### config.mk
export PLATFORM = sky130hd
export DESIGN_NAME = muldiv_unit
export DESIGN_NICKNAME = d
export VERILOG_FILES = /design/src/rtl/muldiv_pkg.sv /design/src/rtl/muldiv_signfix.sv /design/src/rtl/muldiv_unit.sv
export SDC_FILE = /design/constraint.sdc
export NUM_CORES = 1
export LEC_CHECK = 0
export ABC_CLOCK_PERIOD_IN_PS = 6350
export CAP_MARGIN = 15
export CORE_UTILIZATION = 46
export DETAILED_ROUTE_END_ITERATION = 7
export PLACE_DENSITY = 0.81
export RECOVER_POWER = 50
export SETUP_SLACK_MARGIN = 0.02
export SLEW_MARGIN = 20
export SYNTH_ARGS = -nofsm -noshare
export SYNTH_HDL_FRONTEND = slang
export SYNTH_SLANG_ARGS = --single-unit
export TNS_END_PERCENT = 30
### constraint.sdc
create_clock -name clk -period 6.35 [get_ports clk]
set_input_delay 0.635 -clock clk [delete_from_list [all_inputs] [get_ports clk]]
set_output_delay 0.635 -clock clk [all_outputs]
set_load 0.03 [all_outputs]
### src/rtl/muldiv_pkg.sv
// Shared encodings for the iterative multiply/divide unit.
`default_nettype none

package muldiv_pkg;

  localparam int DEFAULT_WIDTH = 32;

  localparam logic [1:0] OP_MULTU = 2'b00;
  localparam logic [1:0] OP_MULT  = 2'b01;
  localparam logic [1:0] OP_DIVU  = 2'b10;
  localparam logic [1:0] OP_DIV   = 2'b11;

  localparam logic [1:0] S_IDLE = 2'd0;
  localparam logic [1:0] S_RUN  = 2'd1;
  localparam logic [1:0] S_FIX  = 2'd2;

endpackage

`default_nettype wire

### src/rtl/muldiv_signfix.sv
// Combinational conditional two's-complement negate.
`default_nettype none

module muldiv_signfix #(
  parameter int WIDTH = 32
) (
  input  logic [WIDTH-1:0] val_i,
  input  logic             neg_i,
  output logic [WIDTH-1:0] val_o
);

  assign val_o = neg_i ? ((~val_i) + WIDTH'(1)) : val_i;

endmodule

`default_nettype wire

### src/rtl/muldiv_unit.sv
// Iterative MULT/MULTU/DIV/DIVU unit with HI/LO; signed variants exist only
// when MULDIV_SIGNED_EN is defined.
`default_nettype none

module muldiv_unit
  import muldiv_pkg::*;
#(
  parameter int WIDTH = DEFAULT_WIDTH
) (
  input  logic             clk,
  input  logic             reset,
  input  logic             start,
  input  logic [1:0]       op,
  input  logic [WIDTH-1:0] rs_data,
  input  logic [WIDTH-1:0] rt_data,
  input  logic             hi_we,
  input  logic             lo_we,
  input  logic [WIDTH-1:0] wdata,
  output logic             busy,
  output logic             done,
  output logic [WIDTH-1:0] hi,
  output logic [WIDTH-1:0] lo
);

  localparam int CW = $clog2(WIDTH);

  logic [1:0]         state_q, state_d;
  logic [CW-1:0]      cnt_q, cnt_d;
  logic [2*WIDTH-1:0] acc_q, acc_d;
  logic [WIDTH-1:0]   opnd_q, opnd_d;
  logic               is_div_q, is_div_d;
  logic               div0_q, div0_d;
  logic [WIDTH-1:0]   hi_q, hi_d;
  logic [WIDTH-1:0]   lo_q, lo_d;
  logic               done_q, done_d;

  logic [WIDTH-1:0]   rs_mag, rt_mag, quo_res, rem_res;
  logic [2*WIDTH-1:0] prod_res;

`ifdef MULDIV_SIGNED_EN
  logic neg_res_q, neg_rem_q;

  always_ff @(posedge clk or posedge reset) begin
    if (reset) begin
      neg_res_q <= 1'b0;
      neg_rem_q <= 1'b0;
    end else if (state_q == S_IDLE && start) begin
      neg_res_q <= op[0] & (rs_data[WIDTH-1] ^ rt_data[WIDTH-1]);
      neg_rem_q <= op[0] & rs_data[WIDTH-1];
    end
  end

  muldiv_signfix #(.WIDTH(WIDTH)) u_rs_mag (
    .val_i(rs_data), .neg_i(op[0] & rs_data[WIDTH-1]), .val_o(rs_mag));
  muldiv_signfix #(.WIDTH(WIDTH)) u_rt_mag (
    .val_i(rt_data), .neg_i(op[0] & rt_data[WIDTH-1]), .val_o(rt_mag));
  muldiv_signfix #(.WIDTH(2*WIDTH)) u_prod_fix (
    .val_i(acc_q), .neg_i(neg_res_q), .val_o(prod_res));
  muldiv_signfix #(.WIDTH(WIDTH)) u_quo_fix (
    .val_i(acc_q[WIDTH-1:0]), .neg_i(neg_res_q), .val_o(quo_res));
  muldiv_signfix #(.WIDTH(WIDTH)) u_rem_fix (
    .val_i(acc_q[2*WIDTH-1:WIDTH]), .neg_i(neg_rem_q), .val_o(rem_res));
`else
  logic unused_op0;
  assign unused_op0 = op[0];
  assign rs_mag     = rs_data;
  assign rt_mag     = rt_data;
  assign prod_res   = acc_q;
  assign quo_res    = acc_q[WIDTH-1:0];
  assign rem_res    = acc_q[2*WIDTH-1:WIDTH];
`endif

  // Multiply: accumulator holds {partial product, remaining multiplier bits}.
  logic [WIDTH:0]     mul_sum;
  logic [2*WIDTH-1:0] mul_step;
  assign mul_sum  = {1'b0, acc_q[2*WIDTH-1:WIDTH]} + (acc_q[0] ? {1'b0, opnd_q} : '0);
  assign mul_step = {mul_sum, acc_q[WIDTH-1:1]};

  // Divide: accumulator holds {partial remainder, dividend/quotient bits}.
  logic [WIDTH:0]     rem_sh, rem_diff;
  logic [2*WIDTH-1:0] div_step;
  assign rem_sh   = {acc_q[2*WIDTH-1:WIDTH], acc_q[WIDTH-1]};
  assign rem_diff = rem_sh - {1'b0, opnd_q};
  assign div_step = rem_diff[WIDTH] ? {rem_sh[WIDTH-1:0], acc_q[WIDTH-2:0], 1'b0}
                                    : {rem_diff[WIDTH-1:0], acc_q[WIDTH-2:0], 1'b1};

  always_ff @(posedge clk or posedge reset) begin
    if (reset) state_q <= S_IDLE;
    else       state_q <= state_d;
  end

  always_comb begin
    state_d = state_q;
    case (state_q)
      S_IDLE:  if (start) state_d = S_RUN;
      S_RUN:   if (cnt_q == CW'(WIDTH-1)) state_d = S_FIX;
      S_FIX:   state_d = S_IDLE;
      default: state_d = S_IDLE;
    endcase
  end

  always_comb begin
    busy = (state_q != S_IDLE);
    done = done_q;
  end

  always_comb begin
    cnt_d    = cnt_q;
    acc_d    = acc_q;
    opnd_d   = opnd_q;
    is_div_d = is_div_q;
    div0_d   = div0_q;
    hi_d     = hi_q;
    lo_d     = lo_q;
    done_d   = 1'b0;
    case (state_q)
      S_IDLE: begin
        if (start) begin
          is_div_d = op[1];
          div0_d   = (rt_data == '0);
          opnd_d   = op[1] ? rt_mag : rs_mag;
          acc_d    = op[1] ? {{WIDTH{1'b0}}, rs_mag} : {{WIDTH{1'b0}}, rt_mag};
          cnt_d    = '0;
        end else begin
          if (hi_we) hi_d = wdata;
          if (lo_we) lo_d = wdata;
        end
      end
      S_RUN: begin
        cnt_d = cnt_q + CW'(1);
        acc_d = is_div_q ? div_step : mul_step;
      end
      S_FIX: begin
        done_d = 1'b1;
        if (is_div_q) begin
          lo_d = div0_q ? '1 : quo_res;
          hi_d = rem_res;
        end else begin
          {hi_d, lo_d} = prod_res;
        end
      end
      default: ;
    endcase
  end

  always_ff @(posedge clk or posedge reset) begin
    if (reset) begin
      cnt_q    <= '0;
      acc_q    <= '0;
      opnd_q   <= '0;
      is_div_q <= 1'b0;
      div0_q   <= 1'b0;
      hi_q     <= '0;
      lo_q     <= '0;
      done_q   <= 1'b0;
    end else begin
      cnt_q    <= cnt_d;
      acc_q    <= acc_d;
      opnd_q   <= opnd_d;
      is_div_q <= is_div_d;
      div0_q   <= div0_d;
      hi_q     <= hi_d;
      lo_q     <= lo_d;
      done_q   <= done_d;
    end
  end

  assign hi = hi_q;
  assign lo = lo_q;

endmodule

`default_nettype wire

After elaboration in Yosys (flattened, before gate mapping)
Index checks and enable logic that the tools add are counted.

word-level totals
  register bits after elaboration = 170
  output and inout bits = 66
  word-level logic and storage cells = 51

operators by class
  $add $sub $neg = 3
  equal/unequal tests = 8
  mux-type cells = 21
  reductions and logical operators = 10

operators with widths
  kind                 count
  $mux 32              9
  $mux 64              3
  $pmux 32 s2          2
  $pmux 64 s2          1
  $add 32x32->33       1
  $sub 33x32->33       1
  $logic_not 32->1     1
  $ne 2x2->1 const B   5
  $pmux 5 s2           1
  $reduce_and 2->1     3
  $reduce_and 3->1     2
  $reduce_bool 2->1    3
  $add 5x1->5 const B  1
  $eq 5x5->1 const B   1
  $mux 5               1
  $mux 2               2
  $pmux 2 s2           1
  $eq 2x1->1 const B   1
  $eq 2x2->1 const B   1
  $logic_not 2->1      1
  $mux 1               1

Depth between registers and ports, before layout
  depth in word-level cells = 4
  mapped depth = 14

Worst setup path before layout
OpenSTA, ideal clock, no wires.

  path type = reg-to-reg
  start point = register acc_q[0]
  end point = register acc_q[62]
  library setup time = 0.124 ns
  data arrival time = 2.916 ns
  required time = 6.226 ns
  setup slack = 3.310 ns
  stages on the path, launching flop included = 13
  period minus slack after synthesis = 3.040 ns
  cells stage by stage = dfrtp_1 -> clkbuf_1 -> and2_1 -> ha_1 -> and3_1 -> a221o_1 -> o22ai_2 -> o31ai_2 -> a31o_2 -> a221o_1 -> a21oi_2 -> mux2i_1 -> a211o_1

on the way
  word-level cells in the longest chain between the ends = 4

ends and longest elaborated chain
  what                    RTL line            text
  from (decl)             muldiv_unit.sv:29   logic [2*WIDTH-1:0] acc_q, acc_d;
  from (signal assigned)  muldiv_unit.sv:149  acc_q <= '0;
  from (signal assigned)  muldiv_unit.sv:158  acc_q <= acc_d;
  $mux 32                 muldiv_unit.sv:76   assign mul_sum = {1'b0, acc_q[2*WIDTH-1:WIDTH]} + (acc_q[0] ? {1'b0, opnd_q} : '0);
  $add 32x32->33          muldiv_unit.sv:76
  $mux 64                 muldiv_unit.sv:131  acc_d = is_div_q ? div_step : mul_step;
  $pmux 64 s2             muldiv_unit.sv:116  case (state_q)

No other way between the ends.
A chain may end at the register's enable or synchronous reset.

Final worst setup path
  start point = register acc_q[0]
  end point = register acc_q[57]

Same word-level chain as after synthesis.

==> results.ini <==
[logic_synthesis]
synth_nets = 1608
ys_seq_area_share_pct = 34.6
synth-seq-cells = 170
async_flop_share_pct = 100
syn_area_sq_mm = 0.0123
yosys_warnings = 0
ys_types = 72
synth-main-ff-cell = dfrtp_1
synthDominantCellAreaShare_pct = 34.6
ys_top_cells_by_area = dfrtp_1, mux2i_1, ha_1
synth_edf_count = 0
synth_area_per_cell_sq_um = 8.55
yosysTopAreaCell = dfrtp_1
syn_inst = 1437

[status]
status = finished with violations
violations = design-rule violations, max-capacitance violations, max-slew violations

[floorplanning]
dieHeight_microns = 165
core_sq_mm = 0.0261
start_util_pct = 47.0
num_rows = 59
die_w_microns = 165
dieArea_sq_mm = 0.0274
io_pins = 169

[layout]
drive_gt1_share_pct = 4.49
area_growth_pct = 19.5
fin_area_sq_mm = 0.0147
num_antenna_cells = 0
final_cell_mix = nand2_1, dfrtp_1, mux2i_1
nets = 1718
final_common_cell = nand2_1

[worst_setup_path]
critPathCaptureType = flip-flop
path_class = reg2reg
worst_ep_required_time_ps = 6620
worstPathArrival_ps = 4730
critPathLaunchType = flip-flop
crit_path_max_fanout = 35

[timing]
finalHoldViolCount = 0
fmaxAchievable_ghz = 0.224
worst_slew_margin_rel_pct = -97.5
slew_viol_final = 303
fin_skew_ps = 18.2
fin_crit_ps = 4460
tightestPinTransition_ps = 2960
finalSetupViolCount = 0
rsz0062_at_grt = no
timing.final.crit_share_pct = 70.2
finalSetupTns_ps = 0

[global_routing]
grt_pass1_wl_microns = 58400
grt_pass1_vias = 11300
gr-total-overflow = 0
antenna_found_initial = 0
grt_max_degree = 72
gr-usage-all-layers_pct = 27.2

[placement]
gp_congestion = 0.904
port_buffers = 167
hpwl_microns = 26700
placed_area_sq_mm = 0.0141

[clock_network]
clkTransAtPathRegs_ps = 70
cts_setup_buffers = 0
clk_path_buf_depth = 2
clock_sinks = 170
tritoncts = done
cts_hold_buf = 0
cts_resized = 0
cts-root-buf = clkbuf_16
clkLatencyLatePin_ps = 450
htreeDepth = 4
cts_made_buffers = 17

[route]
wl_microns = 36900
drt_first_pass_iters = 8
drtIter0Drc = 1001
ant_nets = 0
vias = 11600
post_drt_wl_per_cell_microns = 19.5
drc = 28
vias_per_cell = 6.12

[pwr]
peakVddDrop_mv = 0.328
power.density_mw_per_mm2 = 587
p_total_mw = 8.62
p_leak_nw = 6.48

[worst_hold_path]
min-delay-path-class = reg2reg

[job]
maxCapViolations = 5

==> kinds of logic after synthesis <==
kind of cell	count (synthesis)	share of synthesized area [%]
multiplexers	150	12.2
adder cells (fa/ha/maj)	68	7.05
XOR/XNOR	51	3.64
flip-flops	170	34.6
AO/OA/AOI/OAI	426	22.1
buffers and inverters	143	4.61
AND/OR/NAND/NOR	429	15.7
==> area by class of cell <==
class	count	area, sq um
well taps	335	419
multi-input cells	1124	7480
inverters	56	211
clock buffers	18	429
flip-flops and latches	170	4260
fillers	2301	11500
clock inverters	14	134
repair buffers	178	1740
==> registers in the layout (all words and copies together) (netlist names) <==
register,count
acc_q,64
cnt_q,5
div0_q,1
done,1
hi,32
is_div_q,1
lo,32
opnd_q,32
state_q,2
==> stage by stage <==
| step | instances | setup WS (ps) | hold WS [ps] | utilization, % |
|---|---|---|---|---|
| after global routing | 1895 | 1610 | 507 | 56.1 |
| after global placement | 1863 | 2220 | 460 | 54.0 |
| after floorplan | 1437 | 1110 | 449 | - |
| after CTS | 1895 | 2020 | 482 | 56.2 |
| after detailed placement | 1863 | 2120 | 466 | 54.0 |
| final | 1895 | 1890 | 486 | 56.1 |
==> worst max-delay path: stages (launching register included) <==
cell	delay, ps
dfrtp_1	1080
and2_1	240
ha_1	160
inv_1	60
fa_1	400
nand2b_1	200
a211oi_1	390
o31ai_1	250
a31oi_1	380
o21ai_0	330
o21ai_0	330
xnor2_1	100
a22oi_1	190
o221ai_1	170
==> layer usage <==
layer	vias up	share of wire (%)	GRT usage, %
li1	5396	-	-
met1	5610	42	34.6
met2	493	47	45.4
met3	93	6.9	4.45
met4	0	4.1	12.5
met5	-	0	0
==> synth_stat cells, drive strengths merged, types with 3 or more instances <==
library cell,instances
nand2,221
dfrtp,170
o21ai,163
mux2i,149
nor2,73
clkbuf,69
ha,66
a21oi,58
inv,56
a31oi,45
o211ai,40
and2,37
a21o,30
xnor2,27
xor2,24
buf,18
a22oi,16
nand2b,16
nand3,15
a211oi,14
nor3,13
nor2b,12
nand4,11
and3,8
nor4,8
o31ai,7
or3,6
o21a,5
o21bai,5
o221ai,5
a2bb2oi,4
a2111oi,3
a211o,3
a21boi,3
a31o,3
o211a,3
==> power by group <==
part / total (mW) / switching (mW) / internal, mW
Combinational: 5.40 / 3.13 / 2.28
Clock: 1.03 / 0.511 / 0.519
Sequential: 2.19 / 0.573 / 1.61
Total: 8.62 / 4.21 / 4.41
==> worst paths after layout <==
path / start / slack [ps] / endpoint / cells after the start
setup reg to reg: acc_q[0] / 1890 / acc_q[57] / 13
min in group asynchronous: reset / 1470 / lo[6] / 2
setup / recovery: acc_q[0] / 1890 / acc_q[57] / 13
max in group asynchronous: reset / 2290 / acc_q[25] / 3
hold reg to reg: div0_q / 490 / div0_q / 2
hold / removal: div0_q / 490 / div0_q / 2
Note: power is estimated with default switching activity, not from simulation.
